<file path="config.mk">
export PLATFORM = sky130hd
export DESIGN_NAME = multicycle_control_flat
export DESIGN_NICKNAME = d
export VERILOG_FILES = /design/src/rtl/multicycle_control_if.sv /design/src/rtl/multicycle_control.sv /design/src/flat_wrapper.sv
export SDC_FILE = /design/constraint.sdc
export NUM_CORES = 1
export LEC_CHECK = 0
export BUFFER_PORTS_ARGS = -buffer_cell sky130_fd_sc_hd__buf_2
export CAP_MARGIN = 0
export CORE_MARGIN = 2
export CORE_UTILIZATION = 35
export CTS_CLUSTER_SIZE = 40
export DETAILED_ROUTE_END_ITERATION = 10
export PLACE_DENSITY = 0.65
export SETUP_SLACK_MARGIN = 0.02
export SKIP_CTS_REPAIR_TIMING = 1
export SLEW_MARGIN = 5
export SYNTH_ARGS = -nofsm -noshare
export SYNTH_HDL_FRONTEND = slang
export SYNTH_SLANG_ARGS = --single-unit
</file>
<file path="constraint.sdc">
create_clock -name clock -period 5.5 [get_ports clock]
set_input_delay 1.1 -clock clock [delete_from_list [all_inputs] [get_ports clock]]
set_output_delay 1.1 -clock clock [all_outputs]
set_load 0.005 [all_outputs]
</file>
<file path="src/rtl/multicycle_control_if.sv">
// Control bundle between the multi-cycle sequencer and the shared RV64I datapath.
// The master side is the sequencer; the slave side is the datapath/memory view.
interface multicycle_control_if;
    logic [6:0]  opcode;
    logic        mem_ready;
    logic        branch_taken;

    logic        inst_write;
    logic        pc_write;
    logic [1:0]  pc_source;
    logic [1:0]  alu_src_a;
    logic [1:0]  alu_src_b;
    logic [1:0]  alu_op;
    logic        mem_read;
    logic        mem_write;
    logic        mem_addr_source;
    logic        reg_write;
    logic [1:0]  wb_source;
    logic        illegal_inst;
    logic [3:0]  state;
    logic [63:0] instret;

    modport master (
        input  opcode, mem_ready, branch_taken,
        output inst_write, pc_write, pc_source, alu_src_a, alu_src_b, alu_op,
               mem_read, mem_write, mem_addr_source, reg_write, wb_source,
               illegal_inst, state, instret
    );

    modport slave (
        output opcode, mem_ready, branch_taken,
        input  inst_write, pc_write, pc_source, alu_src_a, alu_src_b, alu_op,
               mem_read, mem_write, mem_addr_source, reg_write, wb_source,
               illegal_inst, state, instret
    );
endinterface

</file>
<file path="src/rtl/multicycle_control.sv">
// Multi-cycle RV64I control FSM: fetch/decode/execute/memory/writeback sequencing,
// memory-ready stalls, sticky illegal-opcode trap and a retired-instruction counter.
//
// state | meaning
// ------+-----------------------------------------------
//   0   | FETCH     read inst at pc, pc <= pc+4 on ready
//   1   | DECODE    alu_out <= old_pc+imm, dispatch on opcode
//   2   | MEM_ADDR  alu_out <= rs1+imm
//   3   | MEM_READ  load access, wait for ready
//   4   | LOAD_WB   rd <= memory data
//   5   | MEM_WRITE store access, wait for ready
//   6   | EXEC_R    register-register ALU op
//   7   | EXEC_I    register-immediate ALU op
//   8   | ALU_WB    rd <= alu_out
//   9   | BRANCH    compare, pc <= alu_out if taken
//  10   | JAL       pc <= alu_out, rd <= old_pc+4
//  11   | JALR      pc <= (rs1+imm)&~1, rd <= old_pc+4
//  12   | LUI       alu_out <= 0+imm
//  15   | TRAP      illegal opcode, held until reset
module multicycle_control (
    input  logic                 clock,
    input  logic                 reset,
    multicycle_control_if.master bus
);
    localparam logic [3:0] S_FETCH     = 4'd0;
    localparam logic [3:0] S_DECODE    = 4'd1;
    localparam logic [3:0] S_MEM_ADDR  = 4'd2;
    localparam logic [3:0] S_MEM_READ  = 4'd3;
    localparam logic [3:0] S_LOAD_WB   = 4'd4;
    localparam logic [3:0] S_MEM_WRITE = 4'd5;
    localparam logic [3:0] S_EXEC_R    = 4'd6;
    localparam logic [3:0] S_EXEC_I    = 4'd7;
    localparam logic [3:0] S_ALU_WB    = 4'd8;
    localparam logic [3:0] S_BRANCH    = 4'd9;
    localparam logic [3:0] S_JAL       = 4'd10;
    localparam logic [3:0] S_JALR      = 4'd11;
    localparam logic [3:0] S_LUI       = 4'd12;
    localparam logic [3:0] S_TRAP      = 4'd15;

    localparam logic [6:0] OPC_LOAD     = 7'b0000011;
    localparam logic [6:0] OPC_STORE    = 7'b0100011;
    localparam logic [6:0] OPC_OP       = 7'b0110011;
    localparam logic [6:0] OPC_OP_32    = 7'b0111011;
    localparam logic [6:0] OPC_OP_IMM   = 7'b0010011;
    localparam logic [6:0] OPC_OP_IMM32 = 7'b0011011;
    localparam logic [6:0] OPC_BRANCH   = 7'b1100011;
    localparam logic [6:0] OPC_JAL      = 7'b1101111;
    localparam logic [6:0] OPC_JALR     = 7'b1100111;
    localparam logic [6:0] OPC_LUI      = 7'b0110111;
    localparam logic [6:0] OPC_AUIPC    = 7'b0010111;
    localparam logic [6:0] OPC_FENCE    = 7'b0001111;
    localparam logic [6:0] OPC_SYSTEM   = 7'b1110011;

    logic [3:0]  state_q, state_d;
    logic [63:0] instret_q, instret_d;

    logic        inst_write;
    logic        pc_write;
    logic [1:0]  pc_source;
    logic [1:0]  alu_src_a;
    logic [1:0]  alu_src_b;
    logic [1:0]  alu_op;
    logic        mem_read;
    logic        mem_write;
    logic        mem_addr_source;
    logic        reg_write;
    logic [1:0]  wb_source;
    logic        illegal_inst;
    logic        fetch_done;

    // Reset is folded in so a ready memory cannot pulse the Mealy strobes while reset is held.
    assign fetch_done = bus.mem_ready && reset;

    always_ff @(posedge clock or negedge reset) begin
        if (!reset) begin
            state_q   <= S_FETCH;
            instret_q <= '0;
        end else begin
            state_q   <= state_d;
            instret_q <= instret_d;
        end
    end

    always_comb begin
        state_d = state_q;
        case (state_q)
            S_FETCH:     if (bus.mem_ready) state_d = S_DECODE;
            S_DECODE: begin
                case (bus.opcode)
                    OPC_LOAD, OPC_STORE:     state_d = S_MEM_ADDR;
                    OPC_OP, OPC_OP_32:       state_d = S_EXEC_R;
                    OPC_OP_IMM, OPC_OP_IMM32: state_d = S_EXEC_I;
                    OPC_BRANCH:              state_d = S_BRANCH;
                    OPC_JAL:                 state_d = S_JAL;
                    OPC_JALR:                state_d = S_JALR;
                    OPC_LUI:                 state_d = S_LUI;
                    OPC_AUIPC:               state_d = S_ALU_WB;
                    OPC_FENCE, OPC_SYSTEM:   state_d = S_FETCH;
                    default:                 state_d = S_TRAP;
                endcase
            end
            S_MEM_ADDR:  state_d = (bus.opcode == OPC_STORE) ? S_MEM_WRITE : S_MEM_READ;
            S_MEM_READ:  if (bus.mem_ready) state_d = S_LOAD_WB;
            S_LOAD_WB:   state_d = S_FETCH;
            S_MEM_WRITE: if (bus.mem_ready) state_d = S_FETCH;
            S_EXEC_R:    state_d = S_ALU_WB;
            S_EXEC_I:    state_d = S_ALU_WB;
            S_LUI:       state_d = S_ALU_WB;
            S_ALU_WB:    state_d = S_FETCH;
            S_BRANCH:    state_d = S_FETCH;
            S_JAL:       state_d = S_FETCH;
            S_JALR:      state_d = S_FETCH;
            S_TRAP:      state_d = S_TRAP;
            default:     state_d = S_TRAP;
        endcase

        // An instruction retires exactly when control returns to FETCH from elsewhere.
        instret_d = instret_q;
        if ((state_d == S_FETCH) && (state_q != S_FETCH)) begin
            instret_d = instret_q + 64'd1;
        end
    end

    always_comb begin
        inst_write      = 1'b0;
        pc_write        = 1'b0;
        pc_source       = 2'd0;
        alu_src_a       = 2'd0;
        alu_src_b       = 2'd0;
        alu_op          = 2'd0;
        mem_read        = 1'b0;
        mem_write       = 1'b0;
        mem_addr_source = 1'b0;
        reg_write       = 1'b0;
        wb_source       = 2'd0;
        illegal_inst    = 1'b0;
        case (state_q)
            S_FETCH: begin
                mem_read   = 1'b1;
                alu_src_b  = 2'd2;
                inst_write = fetch_done;
                pc_write   = fetch_done;
            end
            S_DECODE: begin
                alu_src_a = 2'd3;
                alu_src_b = 2'd1;
            end
            S_MEM_ADDR: begin
                alu_src_a = 2'd1;
                alu_src_b = 2'd1;
            end
            S_MEM_READ: begin
                mem_read        = 1'b1;
                mem_addr_source = 1'b1;
            end
            S_LOAD_WB: begin
                reg_write = 1'b1;
                wb_source = 2'd1;
            end
            S_MEM_WRITE: begin
                mem_write       = 1'b1;
                mem_addr_source = 1'b1;
            end
            S_EXEC_R: begin
                alu_src_a = 2'd1;
                alu_op    = 2'd1;
            end
            S_EXEC_I: begin
                alu_src_a = 2'd1;
                alu_src_b = 2'd1;
                alu_op    = 2'd1;
            end
            S_LUI: begin
                alu_src_a = 2'd2;
                alu_src_b = 2'd1;
            end
            S_ALU_WB: begin
                reg_write = 1'b1;
            end
            S_BRANCH: begin
                alu_src_a = 2'd1;
                alu_op    = 2'd2;
                pc_source = 2'd1;
                pc_write  = bus.branch_taken;
            end
            S_JAL: begin
                pc_write  = 1'b1;
                pc_source = 2'd1;
                reg_write = 1'b1;
                wb_source = 2'd2;
            end
            S_JALR: begin
                alu_src_a = 2'd1;
                alu_src_b = 2'd1;
                pc_write  = 1'b1;
                pc_source = 2'd2;
                reg_write = 1'b1;
                wb_source = 2'd2;
            end
            S_TRAP: begin
                illegal_inst = 1'b1;
            end
            default: begin
            end
        endcase
    end

    assign bus.inst_write      = inst_write;
    assign bus.pc_write        = pc_write;
    assign bus.pc_source       = pc_source;
    assign bus.alu_src_a       = alu_src_a;
    assign bus.alu_src_b       = alu_src_b;
    assign bus.alu_op          = alu_op;
    assign bus.mem_read        = mem_read;
    assign bus.mem_write       = mem_write;
    assign bus.mem_addr_source = mem_addr_source;
    assign bus.reg_write       = reg_write;
    assign bus.wb_source       = wb_source;
    assign bus.illegal_inst    = illegal_inst;
    assign bus.state           = state_q;
    assign bus.instret         = instret_q;
endmodule

</file>
<file path="src/flat_wrapper.sv">
// flat-port wrapper written by rule: the top's interface ports become plain ports
module multicycle_control_flat 
  (clock, reset, bus_opcode, bus_mem_ready, bus_branch_taken, bus_inst_write, bus_pc_write, bus_pc_source, bus_alu_src_a, bus_alu_src_b, bus_alu_op, bus_mem_read, bus_mem_write, bus_mem_addr_source, bus_reg_write, bus_wb_source, bus_illegal_inst, bus_state, bus_instret);
  multicycle_control_if bus_i ();
  input  logic clock;
  input  logic reset;
  input wire logic [$bits(bus_i.opcode)-1:0] bus_opcode;
  input wire logic [$bits(bus_i.mem_ready)-1:0] bus_mem_ready;
  input wire logic [$bits(bus_i.branch_taken)-1:0] bus_branch_taken;
  output wire logic [$bits(bus_i.inst_write)-1:0] bus_inst_write;
  output wire logic [$bits(bus_i.pc_write)-1:0] bus_pc_write;
  output wire logic [$bits(bus_i.pc_source)-1:0] bus_pc_source;
  output wire logic [$bits(bus_i.alu_src_a)-1:0] bus_alu_src_a;
  output wire logic [$bits(bus_i.alu_src_b)-1:0] bus_alu_src_b;
  output wire logic [$bits(bus_i.alu_op)-1:0] bus_alu_op;
  output wire logic [$bits(bus_i.mem_read)-1:0] bus_mem_read;
  output wire logic [$bits(bus_i.mem_write)-1:0] bus_mem_write;
  output wire logic [$bits(bus_i.mem_addr_source)-1:0] bus_mem_addr_source;
  output wire logic [$bits(bus_i.reg_write)-1:0] bus_reg_write;
  output wire logic [$bits(bus_i.wb_source)-1:0] bus_wb_source;
  output wire logic [$bits(bus_i.illegal_inst)-1:0] bus_illegal_inst;
  output wire logic [$bits(bus_i.state)-1:0] bus_state;
  output wire logic [$bits(bus_i.instret)-1:0] bus_instret;
  assign bus_i.opcode = bus_opcode;
  assign bus_i.mem_ready = bus_mem_ready;
  assign bus_i.branch_taken = bus_branch_taken;
  assign bus_inst_write = bus_i.inst_write;
  assign bus_pc_write = bus_i.pc_write;
  assign bus_pc_source = bus_i.pc_source;
  assign bus_alu_src_a = bus_i.alu_src_a;
  assign bus_alu_src_b = bus_i.alu_src_b;
  assign bus_alu_op = bus_i.alu_op;
  assign bus_mem_read = bus_i.mem_read;
  assign bus_mem_write = bus_i.mem_write;
  assign bus_mem_addr_source = bus_i.mem_addr_source;
  assign bus_reg_write = bus_i.reg_write;
  assign bus_wb_source = bus_i.wb_source;
  assign bus_illegal_inst = bus_i.illegal_inst;
  assign bus_state = bus_i.state;
  assign bus_instret = bus_i.instret;
  multicycle_control u_core (.clock(clock), .reset(reset), .bus(bus_i));
endmodule
</file>
==> impl_metrics.yaml <==
worst_setup_path:
  cp_max_fo: 18
  rrSetupSlack_ns: 2.36
  end_kind: "primary output"
  critPathLaunchType: "flop"
  r2r-start: "u_core.bus.state[1]"
  cp_data_required_time_ns: 4.40
  worstRegToRegCells: 6
  r2r_end: "u_core.bus.instret[38]"
  worstPathArrival_ns: 2.46
  critPathKind: "reg2out"
clocking:
  cts_root_buf: "clkbuf_8"
  clkSinkCount: 68
  cts_buffers: 9
  cts_tree: "built"
  clkLatencyLatePin_ns: 0.34
  path_clk_slew_ns: 0.07
  clockBufferDepth: 2
  htree_num_levels: 3
pwr:
  p_int_mw: 1.01
  power_frac_seq_pct: 37.9
  pwr-share-comb_pct: 34.5
  p_switching_mw: 0.636
  ir_drop_v: 0.000161
  p_leak_nw: 2.20
  power_density_nw_per_um2: 357
  netSwitchingFraction_pct: 38.6
  pwr-share-clk_pct: 27.6
routing:
  drt-initial-drc-count: 220
  routed_wl_mm: 10.2
  wire_per_inst_um: 15.7
  drc: 0
  num_vias: 3494
  routed_via_density: 5.38
  ant_nets: 0
  first_pass_iters: 4
yosys:
  ys_types: 44
  synth_edf_count: 0
  synthFlopType: "dfrtp_1"
  synth.largest_area_cell: "dfrtp_1"
  ys_top_cells_by_area: "dfrtp_1 (45%), xnor2_1 (11%), nand3_1 (5.8%), nand4_1 (4.9%), xor2_1 (4.2%)"
  syn_inst: 410
  postSynthAreaPerCell_um2: 9.25
  synth_top_cell_area_share_pct: 44.9
  synth_nets: 422
  ys_seq_area_share_pct: 44.9
  async_flop_share_pct: 100
  synth_seq_cells: 68
  yosysWarningCount: 0
  netlist_area_um2: 3790
placement:
  numPortBuffers: 95
  dp_hpwl_mm: 7.40
  gp_congestion: 0.885
  dpl_cell_area_um2: 4410
global_route:
  grt_usage_pct: 18.0
  grt_pass1_wl_mm: 16.5
  grt_overflow_total: 0
  grt_start_max_net_pins: 69
  grt_pass1_vias: 3287
  antenna_found_initial: 0
timing:
  slew_headroom_pct: 20.6
  rsz0062_at_grt: "false"
  setup_viol: 0
  tns_ns: 0
  period_needed_ns: 3.56
  tightestPinTransition_ns: 1.18
  post-route-period-util_pct: 64.8
  hold_viol_final: 0
  finalMaxSlewViolations: 0
  clock_skew_ns: 0.0101
  fmax_mhz: 281
final_layout:
  drive_gt1_share_pct: 23.9
  design_area_um2: 4620
  area_delta_synth_final_pct: 21.9
  final_util_pct: 43.2
  n_antenna_cell: 0
  nFillCells: 1067
  fin_nets: 517
floorplanning:
  io_pins: 96
  die_y_um: 108
  start_util_pct: 35.5
  die-area_um2: 11700
  core-area_um2: 10700
  dieWidth_um: 108
  placementRows: 38
outcome:
  status: "finished, final reports clean"
worst_hold_path:
  min_from: "u_core.bus.instret[63]"
  min_to: "u_core.bus.instret[63]"
  holdPathStages: 1
  hold_class: "reg2reg"
flow_run:
  drv_cap: 0
[cells by family (layout without fill, tap and decap cells)]
logic type / Yosys count / in the layout / share of synthesized area [%]
buffers and inverters: 25 / 125 / 2.94
xor gates and xnor gates: 66 / 66 / 15.2
AOI/OAI and AO/OA: 34 / 34 / 5.48
DFF: 68 / 68 / 44.9
adders and majority gates: 1 / 1 / 0.330
and+or+nand+nor: 216 / 216 / 31.1
[routing by layer]
layer / GRT usage, % / wire length [µm]
met1: 23.8 / 4690
met5: 0 / 0
met2: 28.9 / 4910
met4: 4.95 / 60
met3: 5.24 / 546
[power groups by stage]
| stage | clock network (mW) | registers [mW] | logic (mW) |
|---|---|---|---|
| finish | 0.455 | 0.624 | 0.569 |
| global route | 0.496 | 0.636 | 0.631 |
| CTS | 0.468 | 0.623 | 0.570 |
| detailed placement | 0 | 0.632 | 0.572 |
| global placement | 0 | 0.631 | 0.555 |
| floorplan | 0 | 0.590 | 0.405 |
[state kept, by name, summed over array words and instances (netlist names)]
register and count:
u_core.bus.instret 64, u_core.bus.state 4
[synth_stat cells (4+ instances only)]
| cell type | count |
|---|---|
| nand3_1 | 44 |
| inv_1 | 10 |
| nor4_2 | 4 |
| nand2_1 | 35 |
| nand2b_1 | 6 |
| nor2_1 | 26 |
| nor4_1 | 17 |
| a21oi_1 | 10 |
| o21ai_0 | 8 |
| dfrtp_1 | 68 |
| nand4_1 | 30 |
| xnor2_1 | 48 |
| nor3_1 | 13 |
| nor2b_1 | 5 |
| and3_1 | 15 |
| clkbuf_1 | 10 |
| xor2_1 | 18 |
| and2_1 | 4 |
[through the flow]
stage / hold slack [ns] / std cells / worst slack [ns] / power (mW)
6_report: 0.485 / 650 / 1.94 / 1.65
5_1_grt: 0.492 / 650 / 1.80 / 1.76
4_1_cts: 0.483 / 650 / 1.92 / 1.66
3_5_place_dp: 0.473 / 634 / 1.88 / 1.20
3_3_place_gp: 0.463 / 634 / 1.95 / 1.19
2_1_floorplan: 0.465 / 410 / 2.31 / 0.995
[placed cells by master (no fill, tap or decap), types with 3 or more instances in the layout]
master	Yosys	layout
a21oi_1	10	10
and2_1	4	4
and3_1	15	15
buf_2	2	95
buf_4	2	4
clkbuf_8	0	10
clkinv_2	0	3
dfrtp_1	68	68
inv_1	10	10
nand2_1	35	35
nand2b_1	6	6
nand3_1	44	44
nand4_1	30	30
nor2_1	26	26
nor2b_1	5	5
nor3_1	13	13
nor4_1	17	16
nor4_2	4	5
o21ai_0	8	8
xnor2_1	48	48
xor2_1	18	18
[how the worst max path moves through the flow]
stage / endpoint / depth (start not counted) / startpoint / slack (ns)
6_report: bus_pc_write / 6 / u_core.bus.state[0] / 1.94
4_1_cts: bus_pc_write / 6 / u_core.bus.state[0] / 1.92
3_5_place_dp: u_core.bus.instret[38] / 7 / bus_opcode[6] / 1.88
3_3_place_gp: u_core.bus.instret[38] / 7 / bus_opcode[6] / 1.95
5_1_grt: bus_pc_write / 6 / u_core.bus.state[0] / 1.80
2_1_floorplan: u_core.bus.instret[38] / 8 / bus_opcode[6] / 2.31
[worst max-delay path, cell delays in order (launching register included)]
cell and delay (ns):
dfrtp_1 0.57, nor3_1 0.59, nand2_1 0.32, inv_1 0.20, and3_1 0.20, o21bai_1 0.11
buf_2 0.13
[cell type report]
class / instances / area (µm²) / share of cell area (%)
clock inverters: 5 / 75.1 / 1.62
repair buffers: 99 / 505 / 10.9
inverters: 10 / 37.5 / 0.812
flip-flops and latches: 68 / 1700 / 36.8
multi-input cells: 317 / 1990 / 43.0
clock buffers: 11 / 141 / 3.06
well taps: 140 / 175 / 3.79
Note: power is estimated with default switching activity, not from simulation.
